<file path="config.mk">
export PLATFORM = sky130hd
export DESIGN_NAME = vector_element_streamer
export DESIGN_NICKNAME = d
export VERILOG_FILES = /design/src/rtl/vector_element_streamer.sv
export SDC_FILE = /design/constraint.sdc
export NUM_CORES = 1
export LEC_CHECK = 0
export ABC_AREA = 1
export CAP_MARGIN = 5
export CORE_MARGIN = 2
export CORE_UTILIZATION = 48
export CTS_CLUSTER_SIZE = 28
export DETAILED_ROUTE_END_ITERATION = 10
export PLACE_DENSITY = 0.83
export SYNTH_ARGS = -nofsm -noshare
export SYNTH_HDL_FRONTEND = slang
export SYNTH_SLANG_ARGS = --single-unit
</file>
<file path="constraint.sdc">
create_clock -name clock -period 1.7 [get_ports clock]
set_input_delay 0.17 -clock clock [delete_from_list [all_inputs] [get_ports clock]]
set_output_delay 0.17 -clock clock [all_outputs]
set_load 0.02 [all_outputs]
</file>
<file path="src/rtl/vector_element_streamer.sv">
// Streams a parallel 4-element vector out one element per transfer, lowest index first.
// Optional one-vector prefetch register (zero-bubble streaming) under `VECTOR_STREAMER_PREFETCH_EN.
module vector_element_streamer #(
    parameter int DATA_WIDTH = 8
) (
    input  logic                    clock,
    input  logic                    reset_n,
    input  logic                    en,
    input  logic                    clear,
    input  logic [4*DATA_WIDTH-1:0] in_vector,
    input  logic                    in_valid,
    output logic                    in_ready,
    output logic [DATA_WIDTH-1:0]   element,
    output logic                    out_valid,
    input  logic                    out_ready,
    output logic                    new_vector,
    output logic [1:0]              vector_index,
    output logic                    last
);

    typedef enum logic {IDLE, STREAM} state_t;

    state_t                  state_q, state_d;
    logic [3*DATA_WIDTH-1:0] shift_q, shift_d;
    logic [DATA_WIDTH-1:0]   element_q, element_d;
    logic [1:0]              index_q, index_d;
    logic                    out_valid_q, out_valid_d;
    logic                    accept;

`ifdef VECTOR_STREAMER_PREFETCH_EN
    logic [4*DATA_WIDTH-1:0] prefetch_q, prefetch_d;
    logic                    prefetch_valid_q, prefetch_valid_d;

    assign in_ready = en && !clear && (state_q == IDLE || !prefetch_valid_q);
`else
    assign in_ready = en && !clear && (state_q == IDLE);
`endif

    assign accept       = in_valid && in_ready;
    assign new_vector   = en && !clear && out_valid_q && out_ready;
    assign last         = out_valid_q && (index_q == 2'd3);
    assign element      = element_q;
    assign out_valid    = out_valid_q;
    assign vector_index = index_q;

    // NOTE: every variable gets its hold value first, so no path through this block infers a latch.
    always_comb begin
        state_d     = state_q;
        shift_d     = shift_q;
        element_d   = element_q;
        index_d     = index_q;
        out_valid_d = out_valid_q;
`ifdef VECTOR_STREAMER_PREFETCH_EN
        prefetch_d       = prefetch_q;
        prefetch_valid_d = prefetch_valid_q;
`endif
        if (en) begin
            if (clear) begin
                state_d     = IDLE;
                out_valid_d = 1'b0;
                index_d     = 2'd0;
`ifdef VECTOR_STREAMER_PREFETCH_EN
                prefetch_valid_d = 1'b0;
`endif
            end else begin
                case (state_q)
                    IDLE: begin
                        if (accept) begin
                            element_d   = in_vector[DATA_WIDTH-1:0];
                            shift_d     = in_vector[4*DATA_WIDTH-1:DATA_WIDTH];
                            index_d     = 2'd0;
                            out_valid_d = 1'b1;
                            state_d     = STREAM;
                        end
                    end
                    STREAM: begin
                        if (new_vector) begin
                            if (index_q != 2'd3) begin
                                element_d = shift_q[DATA_WIDTH-1:0];
                                shift_d   = {{DATA_WIDTH{1'b0}}, shift_q[3*DATA_WIDTH-1:DATA_WIDTH]};
                                index_d   = index_q + 2'd1;
                            end else begin
                                index_d = 2'd0;
`ifdef VECTOR_STREAMER_PREFETCH_EN
                                // Hand over the buffered vector (or one arriving right now) with no bubble.
                                if (prefetch_valid_q) begin
                                    element_d        = prefetch_q[DATA_WIDTH-1:0];
                                    shift_d          = prefetch_q[4*DATA_WIDTH-1:DATA_WIDTH];
                                    prefetch_valid_d = 1'b0;
                                end else if (accept) begin
                                    element_d = in_vector[DATA_WIDTH-1:0];
                                    shift_d   = in_vector[4*DATA_WIDTH-1:DATA_WIDTH];
                                end else begin
                                    state_d     = IDLE;
                                    out_valid_d = 1'b0;
                                end
`else
                                state_d     = IDLE;
                                out_valid_d = 1'b0;
`endif
                            end
                        end
`ifdef VECTOR_STREAMER_PREFETCH_EN
                        if (accept && !(new_vector && index_q == 2'd3)) begin
                            prefetch_d       = in_vector;
                            prefetch_valid_d = 1'b1;
                        end
`endif
                    end
                    default: begin
                        state_d     = IDLE;
                        out_valid_d = 1'b0;
                    end
                endcase
            end
        end
    end

    // NOTE: sequential state uses non-blocking assignments so all flops update from pre-edge values.
    always_ff @(posedge clock or negedge reset_n) begin
        if (!reset_n) begin
            state_q     <= IDLE;
            shift_q     <= '0;
            element_q   <= '0;
            index_q     <= 2'd0;
            out_valid_q <= 1'b0;
        end else begin
            state_q     <= state_d;
            shift_q     <= shift_d;
            element_q   <= element_d;
            index_q     <= index_d;
            out_valid_q <= out_valid_d;
        end
    end

`ifdef VECTOR_STREAMER_PREFETCH_EN
    always_ff @(posedge clock or negedge reset_n) begin
        if (!reset_n) begin
            prefetch_q       <= '0;
            prefetch_valid_q <= 1'b0;
        end else begin
            prefetch_q       <= prefetch_d;
            prefetch_valid_q <= prefetch_valid_d;
        end
    end
`endif

endmodule

</file>
# [Word level (Yosys, flattened, before mapping)]
# Cells that the tools add are included.
[op_classes] add_sub_neg=1 eq_ne=8 n_mux=23 bitwise_logic=2 n_reduce_logical=10
[ops] op="$mux 24" n=3
[ops] op="$pmux 24 s2" n=1
[ops] op="$mux 8" n=3
[ops] op="$pmux 8 s2" n=1
[ops] op="$ne 3x3->1 const B" n=3
[ops] op="$mux 1" n=8
[ops] op="$mux 2" n=4
[ops] op="$logic_and 1x1->1" n=6
[ops] op="$ne 2x2->1 const B" n=3
[ops] op="$reduce_and 5->1" n=1
[ops] op="$pmux 1 s2" n=2
[ops] op="$pmux 2 s2" n=1
[ops] op="$reduce_and 4->1" n=1
[ops] op="$reduce_and 3->1" n=1
[ops] op="$add 2x1->2 const B" n=1
[ops] op="$eq 2x2->1 const B" n=1
[ops] op="$ne 2x1->1 const B" n=1
[ops] op="$not 1->1" n=2
[ops] op="$logic_not 1->1" n=1
[word_totals] register_bits=36 input_bits=38

# [Logic depth before layout (Yosys ltp)]
# Gate-level depths: netlist (run 1).
[logic_depth] word_depth=7 mapped_depth=8 depth_no_buf=7

# [Worst setup path before layout (run 1)]
# Ideal clock, no wire load.
[synth_path] path_type="register to register" start="reg out_valid_q, in the netlist out_valid" end="reg element_q[3], in the netlist element[3]" setup_ps=117 arrival_time_ps=1343 required_time_ps=1583 setup_slack_ps=240 path_stages_with_launch=7 period_less_slack_ps=1460 cell_sequence="dfrtp_1 -> nand2_1 -> nor2_2 -> nand3_4 -> buf_2 -> nand3_1 -> nand2_1"
[synth_via] elab_chain_cells=4
[synth_lines] item="start: declaration" line="27" rtl="logic out_valid_q, out_valid_d;"
[synth_lines] item="start signal: assignment" line="132" rtl="out_valid_q <= out_valid_d;"
[synth_lines] item="$logic_and 1x1->1 (2 in series)" line="40" rtl="assign new_vector = en && !clear && out_valid_q && out_ready;"
[synth_lines] item="named net new_vector" line="16" rtl="output logic new_vector,"
[synth_lines] item="$ne 2x2->1 (no source line)"
[synth_lines] item="$reduce_and 5->1 (no source line)"
[synth_lines] item="end signal: assignment" line="130" rtl="element_q <= element_d;"
[synth_lines] item="end: declaration" line="25" rtl="logic [DATA_WIDTH-1:0] element_q, element_d;"
# The timed path passes the listed nets, and every way through them passes these cells.
# A chain may end at the register's enable or synchronous reset.

# [Worst setup path in the final report (run 1)]
[layout_path] start="reg index_q[0], in the netlist vector_index[0]" end="out last"
[layout_via] elab_chain_cells=2
[layout_lines] item="start: declaration" line="26" rtl="logic [1:0] index_q, index_d;"
[layout_lines] item="start signal: assignment" line="131" rtl="index_q <= index_d;"
[layout_lines] item="$eq 2x2->1" line="41" rtl="assign last = out_valid_q && (index_q == 2'd3);"
[layout_lines] item="$logic_and 1x1->1" line="41"
[layout_lines] item="end: declaration" line="18" rtl="output logic last"
# No other way between the ends.

==> results of run 1 <==
[critical path: cells and delay by family, from the launching register on]
kind | cells | cell delay [ns]
buffers and inverters | 2 | 0.34
adders and majority gates | 1 | 0.23
and+or+nand+nor | 1 | 0.07
DFF | 1 | 0.41
[cells by family (layout without fill, tap and decap cells)]
logic type	count (synthesis)	after routing	share of synthesized area
compound gates	5	5	0.0144
fa+ha+maj	1	1	0.00654
buf+inv	31	86	0.0798
flops	36	36	0.471
simple gates	199	199	0.428
[how the worst max path moves through the flow]
stage,from,endpoint,cells after the start
3_3_place_gp,clear,in_ready,5
6_report,vector_index[0],last,4
5_1_grt,state_q,shift_q[14],6
3_5_place_dp,clear,in_ready,5
2_1_floorplan,out_valid,element[3],6
4_1_cts,clear,in_ready,5
[stage by stage]
step	instances	setup slack, ns
global placement	366	0.0365
global route	375	0.0673
detailed placement	366	0.0131
floorplan	272	0.240
finish	375	0.184
CTS	375	0.00646
[routing by layer]
metal | vias to the layer above | share of wire | track usage
met5 | - | 0 | 0
met1 | 830 | 0.42 | 0.263
met2 | 60 | 0.50 | 0.397
met4 | 0 | 0.016 | 0.120
met3 | 7 | 0.065 | 0.0433
li1 | 937 | - | -
[registers in the layout, indices dropped and copies added (netlist names)]
name          cells
vector_index      2
shift_q          24
state_q           1
out_valid         1
element           8
[synth_stat cells]
library cell / n / area, um2
nand2_1: 150 / 563
dfrtp_1: 36 / 901
nand3_1: 33 / 165
inv_1: 13 / 48.8
nor2_1: 10 / 37.5
buf_2: 8 / 40.0
o21ai_0: 4 / 20.0
buf_6: 3 / 33.8
clkbuf_1: 3 / 11.3
inv_2: 3 / 11.3
nor2_2: 2 / 12.5
buf_4: 1 / 7.51
ha_1: 1 / 12.5
nand2_2: 1 / 6.26
nand2_4: 1 / 11.3
nand3_4: 1 / 17.5
o211ai_1: 1 / 7.51
or2_2: 1 / 6.26
[repair_timing]
item	4_1_cts	5_1_grt
buffers inserted	0	0
endpoints found under the setup margin	2	1
pin swaps	0	0
endpoints found under the hold margin	36	0
hold buffers	1	0
resized for setup	2	1
[power by group]
part           internal [W]  switching (W)
combinational      0.000514       0.000601
sequential          0.00117       0.000173
clock              0.000323       0.000312
[final cells by class]
cell class / count / area [um2] / share of cell area
well taps: 48 / 60.1 / 0.0234
clock inverters: 2 / 10.0 / 0.00390
multi-input cells: 205 / 860 / 0.335
repair buffers: 62 / 591 / 0.230
flip-flops and latches: 36 / 901 / 0.351
inverters: 16 / 60.1 / 0.0234
clock buffers: 6 / 82.6 / 0.0322
==> impl_metrics.json, run 1 <==
{
  "crit_chain": "ha_1 > nand2_1 > inv_1 > dlygate4sd2_1",
  "tns_ns": 0,
  "cts_buffer_depth": 2,
  "post-dp-hpwl_mm": 2.94,
  "post-route-min-period_ns": 1.52,
  "yosys_warnings": 0,
  "nets": 365,
  "dieHeight_um": 67.1,
  "io_buffer_count": 51,
  "r2r_cells": 6,
  "syn_area_um2": 1910,
  "die_w_um": 67.1,
  "numCtsBuffers": 5,
  "rsz0062_at_grt": "false",
  "hold_class": "in -> async",
  "cts_tree": "done",
  "finalWirelength_mm": 4.38,
  "cap_viol_max_count": 0,
  "diodes": 0,
  "timing.rr.start": "state_q",
  "path_clk_slew_ns": 0.07,
  "cp.required_ns": 1.53,
  "ios": 52,
  "utilization": 0.685,
  "cts.sinks": 36,
  "power_density_nw_per_um2": 1210,
  "slew_headroom": 0.698,
  "drt_iter0_markers": 104,
  "hold_viol_final": 0,
  "root_buffer": "clkbuf_8",
  "stdcell_area_um2": 2560,
  "setup_viol": 0,
  "slew_viol_final": 0,
  "tightest_slew_ns": 0.453,
  "final_common_cell": "nand2_1",
  "layout-drive-gt1-share": 0.0856,
  "antenna_found_initial": 0,
  "grt_pass1_vias": 1820,
  "ff2ff_setup_slack_ns": 0.23,
  "insertion_delay_ns": 0.30,
  "wl_per_cell_um": 11.7,
  "start_util": 0.511,
  "fillers": 360,
  "finClkSkew_ns": 0.00445,
  "grt_pass1_wl_mm": 7.67,
  "synth_cell_types": 18,
  "coreArea_um2": 3740,
  "grt_util_all_layers": 0.227,
  "p_leak_nw": 1.42,
  "run_status": "completed",
  "worstSetupPathType": "reg -> out",
  "mostFrequentLayoutCells": "nand2_1 (150), clkdlybuf4s50_1 (47), dfrtp_1 (36)",
  "worst_ir_drop_vdd_v": 0.000646,
  "holdWs_ns": 0.434,
  "area_growth_pct": 34.0,
  "clock.fmax_ghz": 0.660,
  "yosysSeqAreaShare": 0.471,
  "syn-instance-count": 272,
  "worst_path_largest_cell_delay_ns": 0.41,
  "crit_path_start_kind": "register",
  "drc_errors": 0,
  "ys_ff_latch": 36,
  "syn_avg_cell_area_um2": 7.03,
  "rows": 22,
  "num_vias": 1834,
  "worstSetupEndpointType": "output port",
  "power.total_w": 0.00310,
  "dpl_cell_area_um2": 2460,
  "period_share": 0.892,
  "crit_arrival_ns": 1.35,
  "grt_overflow": 0,
  "slowest_stage": "dfrtp_1",
  "htreeDepth": 2,
  "fp.dieArea_um2": 4510,
  "rr_endpoint": "shift_q[15]",
  "grt_max_degree": 37,
  "ant_nets": 0,
  "viasPerCell": 4.89,
  "synth_fp_nets": 311,
  "dr.pass1.iters": 6,
  "place.gp.congestion": 0.771,
  "crit_fanout": 4
}
Power figures use the tool's default switching activity.
==> inputs of run 2 (changes only) <==
- ABC_CLOCK_PERIOD_IN_PS: not set -> 1700
- TNS_END_PERCENT: not set -> 20
==> results of run 2 <==
The final DEF is identical to that of run 1; final timing and power are the same.
